File: config.mk
export PLATFORM = sky130hd
export DESIGN_NAME = yapp_router_n
export DESIGN_NICKNAME = d
export VERILOG_FILES = /design/src/rtl/yapp_router_n.sv
export SDC_FILE = /design/constraint.sdc
export NUM_CORES = 1
export LEC_CHECK = 0
export BUFFER_PORTS_ARGS = -buffer_cell sky130_fd_sc_hd__buf_4
export CAP_MARGIN = 10
export CORE_UTILIZATION = 65
export DETAILED_ROUTE_END_ITERATION = 6
export PLACE_DENSITY = 0.91
export SETUP_SLACK_MARGIN = 0.02
export SYNTH_ARGS = -nofsm -noshare
export SYNTH_HDL_FRONTEND = slang
export SYNTH_SLANG_ARGS = --single-unit
File: constraint.sdc
create_clock -name clock -period 7.86 [get_ports clock]
set_input_delay 1.572 -clock clock [delete_from_list [all_inputs] [get_ports clock]]
set_output_delay 1.572 -clock clock [all_outputs]
set_load 0.02 [all_outputs]
File: src/rtl/yapp_router_n.sv
// YAPP packet router: one byte-serial input, NUM_CH output channels each behind a FIFO, HBUS registers.
// Define YAPP_ROUTER_STATS_EN to build the parity-error and drop counters (HBUS 0x03/0x04).
module yapp_router_n_fifo #(
  parameter int DATA_W = 8,
  parameter int DEPTH  = 16
) (
  input  logic                      clk,
  input  logic                      rst_n,
  input  logic                      push_i,
  input  logic [DATA_W-1:0]         wdata_i,
  input  logic                      stall_i,
  output logic [DATA_W-1:0]         rdata_o,
  output logic                      rvld_o,
  output logic [$clog2(DEPTH):0]    cnt_nxt_o,
  output logic                      ovf_o
);
  localparam int PW = $clog2(DEPTH);
  localparam logic [PW:0] ONE  = 1;
  localparam logic [PW:0] FULL = (PW+1)'(DEPTH);

  logic [DATA_W-1:0] mem_q [DEPTH];
  logic [PW:0]       wp_q, rp_q, cnt;
  logic              full, pop, wr;

  assign cnt       = wp_q - rp_q;
  assign full      = (cnt == FULL);
  assign pop       = (cnt != '0) && !stall_i;
  // A pop frees the head slot on the same edge, so a full FIFO may still accept.
  assign wr        = push_i && (!full || pop);
  assign ovf_o     = push_i && !wr;
  assign cnt_nxt_o = cnt + (PW+1)'(wr) - (PW+1)'(pop);

  always_ff @(posedge clk) begin
    if (wr) mem_q[wp_q[PW-1:0]] <= wdata_i;
  end

  always_ff @(posedge clk) begin
    if (!rst_n) begin
      wp_q    <= '0;
      rp_q    <= '0;
      rdata_o <= '0;
      rvld_o  <= 1'b0;
    end else begin
      if (wr) wp_q <= wp_q + ONE;
      if (pop) begin
        rp_q    <= rp_q + ONE;
        rdata_o <= mem_q[rp_q[PW-1:0]];
      end
      rvld_o <= pop;
    end
  end
endmodule

module yapp_router_n #(
  parameter int NUM_CH     = 3,
  parameter int ADDR_W     = 2,
  parameter int DATA_W     = 8,
  parameter int FIFO_DEPTH = 16
) (
  input  logic                       clock,
  input  logic                       reset,
  input  logic [DATA_W-1:0]          in_data,
  input  logic                       in_data_vld,
  output logic                       in_suspend,
  output logic [NUM_CH*DATA_W-1:0]   data,
  output logic [NUM_CH-1:0]          data_vld,
  input  logic [NUM_CH-1:0]          suspend,
  input  logic [7:0]                 haddr,
  input  logic [7:0]                 hdata_in,
  output logic [7:0]                 hdata_out,
  input  logic                       hen,
  input  logic                       hwr_rd,
  output logic                       error
);
  localparam int LEN_W = DATA_W - ADDR_W;
  localparam int CNT_W = $clog2(FIFO_DEPTH) + 1;
  localparam logic [CNT_W-1:0] FULL_LVL = CNT_W'(FIFO_DEPTH);
  localparam logic [CNT_W-1:0] HIGH_LVL = CNT_W'(FIFO_DEPTH-1);
  localparam logic [LEN_W:0]   CNT_ONE  = 1;

  typedef enum logic [2:0] {S_IDLE, S_HDR, S_PAY, S_PAR, S_DROP} state_t;

  state_t              state_q, state_d, eff;
  logic [LEN_W:0]      cnt_q, cnt_d;
  logic [ADDR_W-1:0]   dest_q, dest_d;
  logic [DATA_W-1:0]   par_q, par_d;
  logic                push_q, push_d, push_first_q, push_first_d;
  logic [ADDR_W-1:0]   push_ch_q, push_ch_d;
  logic [DATA_W-1:0]   push_data_q, push_data_d;
  logic                ovf_seen_q, ovf_seen_d, seen_eff;
  logic                in_suspend_q, in_suspend_d, error_q;
  logic                par_err, hdr_drop, drop_ovf, hdr_ok;

  logic [LEN_W-1:0]    max_len_q;
  logic                router_en_q;
  logic [NUM_CH-1:0]   ch_en_q;
  logic [(1<<ADDR_W)-1:0] ch_en_ext;
  logic [7:0]          hdata_out_q, rd_data, par_err_cnt_q, drop_cnt_q;
  logic                wr_en, rd_en;

  logic [ADDR_W-1:0]   hdr_addr;
  logic [LEN_W-1:0]    hdr_len;
  logic [NUM_CH-1:0]   fifo_ovf;
  logic [DATA_W-1:0]   fifo_data [NUM_CH];
  logic [CNT_W-1:0]    cnt_nxt [NUM_CH];
  logic [CNT_W-1:0]    occ [NUM_CH];

  assign hdr_addr = in_data[ADDR_W-1:0];
  assign hdr_len  = in_data[DATA_W-1:ADDR_W];
  assign wr_en    = hen && hwr_rd;
  assign rd_en    = hen && !hwr_rd;

  always_comb begin
    ch_en_ext = '0;
    ch_en_ext[NUM_CH-1:0] = ch_en_q;
  end

  assign hdr_ok = router_en_q && (32'(hdr_addr) < NUM_CH) && ch_en_ext[hdr_addr] &&
                  (hdr_len <= max_len_q);

  // Input FSM. Accepted bytes are staged in push_* and land in the FIFO one edge later,
  // which is the cycle the header spends in S_HDR.
  always_comb begin
    state_d      = state_q;
    cnt_d        = cnt_q;
    dest_d       = dest_q;
    par_d        = par_q;
    push_d       = 1'b0;
    push_first_d = 1'b0;
    push_ch_d    = dest_q;
    push_data_d  = in_data;
    par_err      = 1'b0;
    hdr_drop     = 1'b0;
    eff          = state_q;
    if (state_q == S_HDR) eff = (cnt_q == '0) ? S_PAR : S_PAY;
    state_d = eff;
    case (eff)
      S_IDLE: if (in_data_vld) begin
        if (hdr_ok) begin
          state_d      = S_HDR;
          dest_d       = hdr_addr;
          cnt_d        = {1'b0, hdr_len};
          par_d        = in_data;
          push_d       = 1'b1;
          push_first_d = 1'b1;
          push_ch_d    = hdr_addr;
        end else begin
          state_d  = S_DROP;
          cnt_d    = {1'b0, hdr_len} + CNT_ONE;
          hdr_drop = 1'b1;
        end
      end
      S_PAY: if (in_data_vld) begin
        push_d = 1'b1;
        par_d  = par_q ^ in_data;
        cnt_d  = cnt_q - CNT_ONE;
        if (cnt_q == CNT_ONE) state_d = S_PAR;
      end
      S_PAR: if (in_data_vld) begin
        push_d  = 1'b1;
        par_err = (in_data != par_q);
        state_d = S_IDLE;
      end
      S_DROP: if (in_data_vld) begin
        cnt_d = cnt_q - CNT_ONE;
        if (cnt_q == CNT_ONE) state_d = S_IDLE;
      end
      default: ;
    endcase
  end

  // Overflow is reported once per packet; the header push re-arms the detector.
  assign seen_eff   = (push_q && push_first_q) ? 1'b0 : ovf_seen_q;
  assign drop_ovf   = (|fifo_ovf) && !seen_eff;
  assign ovf_seen_d = seen_eff || (|fifo_ovf);

  // Occupancy counts the byte staged this edge so the registered in_suspend stays safe.
  always_comb begin
    for (int k = 0; k < NUM_CH; k++)
      occ[k] = cnt_nxt[k] + {{(CNT_W-1){1'b0}}, push_d && (32'(push_ch_d) == k)};
    in_suspend_d = 1'b0;
    case (state_d)
      S_HDR, S_PAY, S_PAR: in_suspend_d = (occ[dest_d] >= HIGH_LVL);
      S_IDLE: for (int k = 0; k < NUM_CH; k++)
        if (ch_en_q[k] && (occ[k] >= FULL_LVL)) in_suspend_d = 1'b1;
      default: ;
    endcase
  end

  always_ff @(posedge clock) begin
    if (!reset) begin
      state_q      <= S_IDLE;
      cnt_q        <= '0;
      dest_q       <= '0;
      par_q        <= '0;
      push_q       <= 1'b0;
      push_first_q <= 1'b0;
      push_ch_q    <= '0;
      push_data_q  <= '0;
      ovf_seen_q   <= 1'b0;
      in_suspend_q <= 1'b0;
      error_q      <= 1'b0;
    end else begin
      state_q      <= state_d;
      cnt_q        <= cnt_d;
      dest_q       <= dest_d;
      par_q        <= par_d;
      push_q       <= push_d;
      push_first_q <= push_first_d;
      push_ch_q    <= push_ch_d;
      push_data_q  <= push_data_d;
      ovf_seen_q   <= ovf_seen_d;
      in_suspend_q <= in_suspend_d;
      error_q      <= par_err || drop_ovf;
    end
  end

  for (genvar k = 0; k < NUM_CH; k++) begin : g_ch
    yapp_router_n_fifo #(.DATA_W(DATA_W), .DEPTH(FIFO_DEPTH)) u_fifo (
      .clk       (clock),
      .rst_n     (reset),
      .push_i    (push_q && (32'(push_ch_q) == k)),
      .wdata_i   (push_data_q),
      .stall_i   (suspend[k]),
      .rdata_o   (fifo_data[k]),
      .rvld_o    (data_vld[k]),
      .cnt_nxt_o (cnt_nxt[k]),
      .ovf_o     (fifo_ovf[k])
    );
    assign data[k*DATA_W +: DATA_W] = fifo_data[k];
  end

  always_comb begin
    rd_data = '0;
    case (haddr)
      8'h00: rd_data = 8'(max_len_q);
      8'h01: rd_data = {7'b0, router_en_q};
      8'h02: rd_data = 8'(ch_en_q);
      8'h03: rd_data = par_err_cnt_q;
      8'h04: rd_data = drop_cnt_q;
      default: ;
    endcase
  end

  always_ff @(posedge clock) begin
    if (!reset) begin
      max_len_q   <= '1;
      router_en_q <= 1'b1;
      ch_en_q     <= '1;
      hdata_out_q <= '0;
    end else begin
      if (wr_en) begin
        case (haddr)
          8'h00: max_len_q   <= LEN_W'(hdata_in);
          8'h01: router_en_q <= hdata_in[0];
          8'h02: ch_en_q     <= NUM_CH'(hdata_in);
          default: ;
        endcase
      end
      if (rd_en) hdata_out_q <= rd_data;
    end
  end

`ifdef YAPP_ROUTER_STATS_EN
  logic [8:0] drop_sum;
  assign drop_sum = {1'b0, drop_cnt_q} + 9'(hdr_drop) + 9'(drop_ovf);

  always_ff @(posedge clock) begin
    if (!reset) begin
      par_err_cnt_q <= '0;
      drop_cnt_q    <= '0;
    end else begin
      if (wr_en && haddr == 8'h03)             par_err_cnt_q <= '0;
      else if (par_err && par_err_cnt_q != '1) par_err_cnt_q <= par_err_cnt_q + 8'd1;
      if (wr_en && haddr == 8'h04)             drop_cnt_q <= '0;
      else                                     drop_cnt_q <= drop_sum[8] ? 8'hFF : drop_sum[7:0];
    end
  end
`else
  logic unused_hdr_drop;
  assign unused_hdr_drop = hdr_drop;
  assign par_err_cnt_q   = '0;
  assign drop_cnt_q      = '0;
`endif

  assign in_suspend = in_suspend_q;
  assign error      = error_q;
  assign hdata_out  = hdata_out_q;
endmodule

==> metrics list, run 1 <==
* Final setup violating endpoints: 0
* Share of the clock period used by the worst path after layout: 76.2%
* Yosys Warn Count: 0
* Initial core utilization: 66.1%
- For met2 alone, demand over resource in global routing was 48.5%.
- Final hold vios: 0
- Count of cells resized by post-cts repair: 0
* Maximum operating frequency: 167 MHz
* Post-synthesis async set-or-reset flop share: 0%
- In the synthesized netlist the dominant register cell turns out to be sky130_fd_sc_hd__edfxtp_1.
- In this run, the number of DRC markers left after iteration 0 of detailed routing was 1602.
- # nets final: 1468
- Number of buffers on the longest clock path: 3
- Dividing the detail-routed wire length by the instance count gives 26.4 um.
- The share of synthesized area in the top cell type comes to 55.3%.
- For this design, the sink count on the clock tree is 490.
- Worst Setup End Kind: flip-flop
- Cells fill 73.4% of the core in the end.
- Setup repair after global routing left no endpoint under its margin.
- The first detailed-routing pass ran for 7 iterations.
* Worst Max-Slew Pin Slew: 1190 ps
- GRT overflow: 0
* I/O pin count: 69
- HPWL reported at the end of detailed placement: 27400 um
- The final reports fail on design-rule violations.
- Of the synthesized area, sequential elements account for 65.5%.
- Entering global routing, the biggest net connects 56 pins.
- Summed over all layers, the routed wires come to 47800 um.
* Final-report max-slew violation count: 0
* Peak ir drop on the vdd network: 0.211 mV
- The congestion estimate from routability-driven global placement came to 0.858.
* Startpoint-to-endpoint class of the critical path: flip-flop to flip-flop
- Total of hold buffers inserted after clock tree synthesis: 0
- For this run, the total global-route usage over all layers was measured as 29.7%.
* Min Clock Period, post-route: 5990 ps
- Met1 Usage GRT: 39.3%
- For this design the static power due to leakage is 8.09 nW.
- Number of CTS-inserted buffers: 47
- Commonest cells after routing, fill and taps aside: 384 x sky130_fd_sc_hd__edfxtp_1, 120 x sky130_fd_sc_hd__mux4_2, 112 x sky130_fd_sc_hd__nor2_1
- In this run the number of H-tree levels came out at 2.
* Routing usage on met3: 5.28%
- Post-synth cell types: 67
- Total negative slack for setup checks: 0 ps
- The tool flagged a number of max-cap violations equal to 0.
- The number of antenna violations at the first check in global routing was 0.
* Share of post-route cells with drive strength above 1: 21.5%
* Inserted Diodes: 0
* Die extent in y: 181 um
- Post-Synthesis Cell Area: 0.0209 mm^2
* Crit path arrival time: 6410 ps
- Measured against its own limit, the worst slew margin works out to 20.4%.
- Per-cell via count in the routed design: 6.68
- Number of global-route vias before repair: 12400
* Global-route layer with the greatest usage: met2
- The routed layout has 12100 vias.
- Yosys mapped a number of flops with a built-in enable equal to 384.
* Worst-path maximum fanout: 16
- After clock tree synthesis, the clock-pin slew on the worst setup and hold paths is 60 ps.
* Worst hold path type: flip-flop to flip-flop
- Insertion delay to the later sink of the worst-skew pair: 550 ps
- On the final layout, the worst clock skew is 16.8 ps.
* Status: complete, but fails checks
- In this run the post-CTS setup repair buffer count came out at 0.
- TritonCTS built the clock tree.
- Port buffering added 64 buffers.
- The floorplan has 65 rows.
- ANT nets after route: 0
- Counting flops and latches in the post-synthesis netlist gives 490.
* Average size of a mapped cell: 16.0 um^2
- Relative to the synthesized area, the layout overhead comes to 11.1%.
- Synthesis produced a netlist whose cell count is 1304.
* Category of the worst setup path launch point: flip-flop
* Wire length of the first global-routing pass: 72600 um
- Clock tree root driver cell: sky130_fd_sc_hd__clkbuf_16
* Overall die area: 0.0328 mm^2
* Most frequent standard cell in the layout excluding fill and tap cells: sky130_fd_sc_hd__edfxtp_1
- At the worst endpoint, the required time is 8280 ps.
- Cell type contributing the most total cell area after synthesis: sky130_fd_sc_hd__edfxtp_1
* Ratio of total power to cell area: 308 mW/mm^2
- Number of design rule violations left after detail routing: 5
* Chip Width: 181 um
* Std-Cell Core Area: 0.0316 mm^2
- By area the synthesized netlist is led by sky130_fd_sc_hd__edfxtp_1 55%, sky130_fd_sc_hd__mux4_2 13%, sky130_fd_sc_hd__dfxtp_1 10%.
## stage by stage
| stage | hold slack [ps] | instance area [um^2] | setup slack, ps | power (mW) | cells |
|---|---|---|---|---|---|
| finish | 465 | 23200 | 1870 | 7.14 | 1814 |
| global route | 476 | 23200 | 1570 | 7.37 | 1814 |
| CTS | 461 | 23100 | 1950 | 7.12 | 1806 |
| detailed placement | 453 | 21600 | 2200 | 4.90 | 1720 |
| global placement | 440 | 21600 | 2280 | 4.79 | 1720 |
| floorplan | 432 | 20900 | 2820 | 4.42 | 1305 |
## cell usage after synthesis, types with 3 or more instances
cell type                     n
sky130_fd_sc_hd__edfxtp_1   384
sky130_fd_sc_hd__mux4_2     120
sky130_fd_sc_hd__nor2_1     112
sky130_fd_sc_hd__dfxtp_1    106
sky130_fd_sc_hd__inv_1       56
sky130_fd_sc_hd__nand2_1     56
sky130_fd_sc_hd__ha_1        52
sky130_fd_sc_hd__a21oi_1     43
sky130_fd_sc_hd__mux2i_1     37
sky130_fd_sc_hd__clkbuf_1    33
sky130_fd_sc_hd__xor2_1      27
sky130_fd_sc_hd__nor3_1      23
sky130_fd_sc_hd__xnor2_1     23
sky130_fd_sc_hd__o21ai_0     22
sky130_fd_sc_hd__nand3_1     19
sky130_fd_sc_hd__and2_1      17
sky130_fd_sc_hd__buf_2       15
sky130_fd_sc_hd__buf_4       15
sky130_fd_sc_hd__nand2b_1    11
sky130_fd_sc_hd__nand4_1     11
sky130_fd_sc_hd__a211oi_1     9
sky130_fd_sc_hd__fa_1         9
sky130_fd_sc_hd__a21o_1       6
sky130_fd_sc_hd__a21oi_2      6
sky130_fd_sc_hd__nor2b_1      6
sky130_fd_sc_hd__or3_1        6
sky130_fd_sc_hd__buf_1        5
sky130_fd_sc_hd__nor4_1       5
sky130_fd_sc_hd__a31oi_1      4
sky130_fd_sc_hd__and3_1       4
sky130_fd_sc_hd__inv_2        4
sky130_fd_sc_hd__a211o_1      3
sky130_fd_sc_hd__nand2_2      3
sky130_fd_sc_hd__nor4b_1      3
sky130_fd_sc_hd__o2111a_1     3
sky130_fd_sc_hd__o2111ai_1    3
sky130_fd_sc_hd__o21a_1       3
sky130_fd_sc_hd__xnor2_2      3
## critical path: stages (launching register included)
cell and delay, ps:
sky130_fd_sc_hd__dfxtp_1 760, sky130_fd_sc_hd__inv_1 140, sky130_fd_sc_hd__ha_1 400, sky130_fd_sc_hd__nand2_1 60
sky130_fd_sc_hd__o21ai_0 350, sky130_fd_sc_hd__xor2_1 340, sky130_fd_sc_hd__inv_1 130, sky130_fd_sc_hd__ha_1 220
sky130_fd_sc_hd__and3_1 230, sky130_fd_sc_hd__a21oi_2 870, sky130_fd_sc_hd__ha_1 400, sky130_fd_sc_hd__inv_1 90
sky130_fd_sc_hd__fa_1 210, sky130_fd_sc_hd__inv_1 70, sky130_fd_sc_hd__fa_1 410, sky130_fd_sc_hd__inv_1 90
sky130_fd_sc_hd__a21oi_1 80, sky130_fd_sc_hd__o21bai_1 180, sky130_fd_sc_hd__xor3_1 320, sky130_fd_sc_hd__a211o_1 290
sky130_fd_sc_hd__o211ai_1 100, sky130_fd_sc_hd__a31oi_1 110
## area by class of cell
class,instances,area [um^2]
Multi-Input combinational cell,687,6660
Fill cell,1706,8380
Inverter,60,225
Tap cell,402,503
Timing Repair Buffer,89,656
Clock inverter,22,190
Sequential cell,490,13700
Clock buffer,64,1290
## layer usage
layer | routed length [um] | share of wire [%]
met1 | 17700 | 37
met2 | 23500 | 49
met3 | 4270 | 8.9
met4 | 2340 | 4.9
met5 | 0 | 0
## where the power goes
group / switching (mW) / total (mW) / internal [mW]
registers: 0.0625 / 2.93 / 2.87
logic: 1.07 / 1.99 / 0.921
clock network: 0.964 / 2.21 / 1.25
total: 2.10 / 7.14 / 5.04
## path summary, 6_finish.rpt
check        slack, ps            to  cells past startpoint                    from
max               1870    in_suspend                     21  g_ch[1].u_fifo.rp_q[2]
min reg2reg        460  hdata_out[4]                      2            hdata_out[4]
min                460  hdata_out[4]                      2            hdata_out[4]
max reg2reg       1870    in_suspend                     21  g_ch[1].u_fifo.rp_q[2]
## cell families after synthesis
kind of cell,count (synthesis),share of synthesized area (%)
fa+ha+maj,61,3.98
simple gates,285,6.46
buf+inv,128,2.66
other cells,1,0.0180
flops,490,65.5
compound gates,125,3.97
mux,158,14.8
xor+xnor,56,2.67
## flip-flops by register name, indices dropped and copies added, names as in the netlist, 2 cells and up
| signal | count |
|---|---|
| ch_en_q | 3 |
| cnt_q | 7 |
| g_ch.u_fifo.mem_q | 384 |
| g_ch.u_fifo.rdata_o | 24 |
| g_ch.u_fifo.rp_q | 15 |
| g_ch.u_fifo.rvld_o | 3 |
| g_ch.u_fifo.wp_q | 15 |
| hdata_out | 6 |
| max_len_q | 6 |
| par_q | 8 |
| push_ch_q | 2 |
| push_data_q | 8 |
| state_q | 3 |
Power figures use the tool's default switching activity.
==> run 2, diff against run 1 <==
ABC_AREA = 1   (was not set)
CORE_UTILIZATION = 56   (was 65)
PLACE_DENSITY = 0.84   (was 0.91)
clock period = 5.5 ns   (was 7.86 ns; I/O delays follow)
==> run 2 against run 1 <==
Against the previous run:
- the run now ends clean
- critical endpoint unchanged
- worst setup slack worse by 1400 ps
- core utilization is 11 points lower
- routed wire length rose by 1.8%
- critical path type unchanged
- first-iteration DRC count fell by 8.6%
- power increased by 25%
- area after synthesis up 2.1%
==> metrics list, run 2 <==
* Status: finished, final reports clean
* Number of design rule violations left after detail routing: 0 (-5)
* Sequential area share after synthesis: 64.1% (-1.3 points)
* Area grow syn2layout: 11.1% (about the same)
- In this run the critical register-to-register path is captured at in_suspend.
- The slew at the pin with the worst max-slew slack is 1150 ps (-41.2 ps).
- HPWL reported at the end of detailed placement: 28900 um (+5.2%)
- The final routed wire length divided by cell count was 19.3 um (-27%).
- Port Buf Inserts: 64 (unchanged)
* Chip Width: 197 um (+8.7%)
- The required time at the endpoint of the critical path is 5950 ps (-2330 ps).
- The setup path with the least slack is of type flip-flop to flip-flop.
- The starting density of the core is 56.7% (-9.5 points).
- Per-cell via count in the routed design: 6.06 (-9.3%)
- Worst relative slew slack: 23.2% (+2.7 points)
* Power share of the sequential group: 46.9% (+5.8 points)
* Source of the worst register-to-register timing path: g_ch[2].u_fifo.rp_q[2]
* Final setup violating endpoints: 0 (unchanged)
* Launching element of the worst setup path: g_ch[2].u_fifo.rp_q[2]
* H-tree depth: 2 (unchanged)
- Ratio of total power to cell area: 377 mW/mm^2 (+23%)
- Initial antenna violation count: 0 (unchanged)
- The total length of routed wires is 48700 um (+1.8%).
* Average size of a mapped cell: 10.9 um^2 (-32%)
* Maximum number of pins on one net before global-route repair: 92 (+64%)
* Synth top area share: 54.2% (-1.1 points)
- Most numerous cell types in the synthesized netlist: 384 x sky130_fd_sc_hd__edfxtp_1, 309 x sky130_fd_sc_hd__nor2_1, 260 x sky130_fd_sc_hd__o21ai_0, 221 x sky130_fd_sc_hd__nand2_1, 117 x sky130_fd_sc_hd__inv_1
- The total of fill cells in the finished design is 2673 (+57%).
- In the post-synthesis netlist, the biggest area contributors are sky130_fd_sc_hd__edfxtp_1 54%, sky130_fd_sc_hd__dfxtp_1 10%, sky130_fd_sc_hd__o21ai_0 6.1%.
* # nets final: 2074 (+41%)
- The internal reg-to-reg setup slack is 500 ps (-1370 ps).
* Final weighted congestion of routability-driven global placement: 0.858 (about the same)
- Post-synth cell types: 49 (-27%)
- The proportion of power drawn by the clock network is 36.7% (+5.7 points).
- Predominant post-synthesis flop cell: sky130_fd_sc_hd__edfxtp_1
- Overall via count from detail_route: 15300 (+26%)
- Worst Setup End Kind: flip-flop
- The footprint of the multi-input gates is 0.00667 mm^2 (+0.21%).
- Std-Cell Core Area: 0.0376 mm^2 (+19%)
- EDFF count, synth: 384 (unchanged)
- Min Clock Period, post-route: 5000 ps (-986 ps)
- Number of global-route vias before repair: 15000 (+21%)
- Yosys Warn Count: 0 (unchanged)
- TritonCTS built the clock tree.
- Wire length of the first global-routing pass: 77200 um (+6.3%)
- Design internal power: 6.51 mW (+29%)
* Final hold vios: 0 (unchanged)
* Most frequent standard cell in the layout excluding fill and tap cells: sky130_fd_sc_hd__edfxtp_1
- Number of buffers inserted by post-CTS setup repair: 0 (unchanged)
* Hold path startpoint: hdata_out[0]
* Num rows: 71 (+9.2%)
- Worst min-delay path endpoint: hdata_out[0]
- The worst path arrival time was 5450 ps (-960 ps).
- The maximum clock rate came to 200 MHz (+20%).
* Category of the worst setup path launch point: flip-flop
- The die height came to 197 um (+8.7%).
- The instance count along the most critical hold path was 2 (unchanged).
- The flip-flop count of the largest register, all copies and words added is 384 (unchanged).
- The cts-stage hold buffer count is 0 (unchanged).
* Commonest cells after routing, fill and taps aside: 384 x sky130_fd_sc_hd__edfxtp_1, 309 x sky130_fd_sc_hd__nor2_1, 260 x sky130_fd_sc_hd__o21ai_0
- I/O pin count: 69 (unchanged)
- Post-Synthesis Cell Area: 0.0213 mm^2 (+2.1%)
- The global-route usage over all layers came to 25.2% (-4.4 points).
- FF+latch count, synth: 490 (unchanged)
- The switching power share of the total is 27.1% (-2.3 points).
- The maximum vdd drop is 0.259 mV (+22%).
- The static power due to leakage is 8.60 nW (+6.4%).
- The die footprint was 0.0388 mm^2 (+18%).
* Number of CTS-inserted buffers: 48 (+2.1%)
- The count of cells along the worst register-to-register path came to 26 (+24%).
- The number of pins with negative max-slew slack in the final report is 0 (unchanged).
- Number of instances in the synthesized netlist: 1950 (+50%)
- Clock tree root driver cell: sky130_fd_sc_hd__clkbuf_16
* First DRT Iteration DRCs: 1464 (-8.6%)
* Most common cell in the synthesized netlist: sky130_fd_sc_hd__edfxtp_1
* Setup clock skew after layout: 18.4 ps (+1.55 ps)
- Setup repair after global routing left no endpoint under its margin.
- In this run the worst hold path is classified as flip-flop to flip-flop.
- The total negative slack for setup checks came to 0 ps (unchanged).
- The number of iterations in the first detailed-routing pass came to 6 (-1).
- The insertion delay of the later-clocked pin in the worst-skew pair is 560 ps (about the same).
- The number of antenna diodes came to 0 (unchanged).
* Worst-path maximum fanout: 20 (+4)
* Share of post-route cells with drive strength above 1: 10.6% (-11 points)
* Combinational share of power: 16.4% (-12 points)
- ANT nets after route: 0 (unchanged)
- The sum of overflow across all layers after global routing is 0 (unchanged).
- Post-synthesis async set-or-reset flop share: 0% (unchanged)
* Clock transition time at the flip-flop clock pins of the worst setup and hold paths: 70 ps (about the same)
- Number of clock sinks: 490 (unchanged)
* Number of max-capacitance violations reported: 0 (unchanged)
* Cell type contributing the most total cell area after synthesis: sky130_fd_sc_hd__edfxtp_1
* Post-layout power: 8.92 mW (+25%)
- Count of cells resized by post-cts repair: 0 (unchanged)
* Number of buffers on the longest clock path: 3 (unchanged)
* Share of the clock period used by the worst path after layout: 91.0% (+15 points)
* Net switching power of the design: 2.42 mW (+15%)
* Reg area: 0.0137 mm^2 (about the same)
-- run 2: cell families (layout without fill, tap and decap cells) --
kind of cell    Yosys count  after routing  share of synthesized area [%]
other cells               1              2                         0.0176
xor+xnor                 21             21                          0.864
buf+inv                 232            297                           4.56
simple gates            656            656                           12.8
flops                   490            490                           64.1
fa+ha+maj                61             61                           3.90
compound gates          489            489                           13.7
-- run 2: routing by layer --
metal | track usage (%) | routed length, um | vias up
met3 | 4.40 | 4540 | 102
met4 | 9.42 | 1350 | 0
met1 | 33.5 | 19300 | 7361
li1 | - | - | 6995
met5 | 0 | 0 | -
met2 | 41.8 | 23500 | 843
-- run 2: cell type report --
| class | count | share of cell area [%] |
|---|---|---|
| timing repair buffer | 76 | 2.41 |
| clock inverter | 17 | 0.831 |
| tap | 511 | 2.70 |
| multi-input combinational | 1229 | 28.2 |
| inverter | 136 | 2.17 |
| clock buffer | 68 | 5.87 |
| sequential | 490 | 57.8 |
-- run 2: per-stage QoR --
step	hold slack, ps	std cells	setup slack [ps]	utilization (%)	area (um^2)
after global placement	455	2442	691	58.7	22100
after floorplan	438	1951	1420	-	21300
after detailed placement	465	2442	546	58.7	22100
after global routing	509	2527	163	62.9	23600
final	475	2527	496	62.9	23600
after CTS	486	2527	530	62.9	23600
-- run 2: worst max-delay path by stage --
stage	endpoint	slack [ps]	cells past startpoint
6_report	in_suspend	500	26
5_1_grt	in_suspend	160	26
4_1_cts	in_suspend	530	26
3_5_place_dp	in_suspend	550	26
3_3_place_gp	in_suspend	690	26
2_1_floorplan	in_suspend	1420	27
-- run 2: power groups by stage --
stage	logic, mW	clock network [mW]	registers, mW
after floorplan	1.02	0	4.26
after global placement	1.35	0	4.25
after detailed placement	1.42	0	4.26
after CTS	1.44	3.30	4.18
after global routing	1.62	3.44	4.19
final	1.46	3.27	4.19
-- run 2: critical path: stages (launching register included) --
cell and delay (ps):
sky130_fd_sc_hd__dfxtp_1 740, sky130_fd_sc_hd__inv_1 330, sky130_fd_sc_hd__ha_1 430, sky130_fd_sc_hd__a21oi_1 250
sky130_fd_sc_hd__nand2_1 110, sky130_fd_sc_hd__nand2_1 90, sky130_fd_sc_hd__nand2_1 80, sky130_fd_sc_hd__ha_1 180
sky130_fd_sc_hd__nand3_1 80, sky130_fd_sc_hd__inv_1 60, sky130_fd_sc_hd__nand2_1 70, sky130_fd_sc_hd__nand2_2 90
sky130_fd_sc_hd__inv_2 300, sky130_fd_sc_hd__ha_1 320, sky130_fd_sc_hd__fa_1 430, sky130_fd_sc_hd__fa_1 410
sky130_fd_sc_hd__nand3b_1 210, sky130_fd_sc_hd__inv_1 80, sky130_fd_sc_hd__nor2_1 50, sky130_fd_sc_hd__nand3_1 100
sky130_fd_sc_hd__nand2_1 60, sky130_fd_sc_hd__nand2_1 70, sky130_fd_sc_hd__nand2_1 70, sky130_fd_sc_hd__nand2_1 60
sky130_fd_sc_hd__nand3_1 70, sky130_fd_sc_hd__o21bai_1 120, sky130_fd_sc_hd__a21oi_1 50
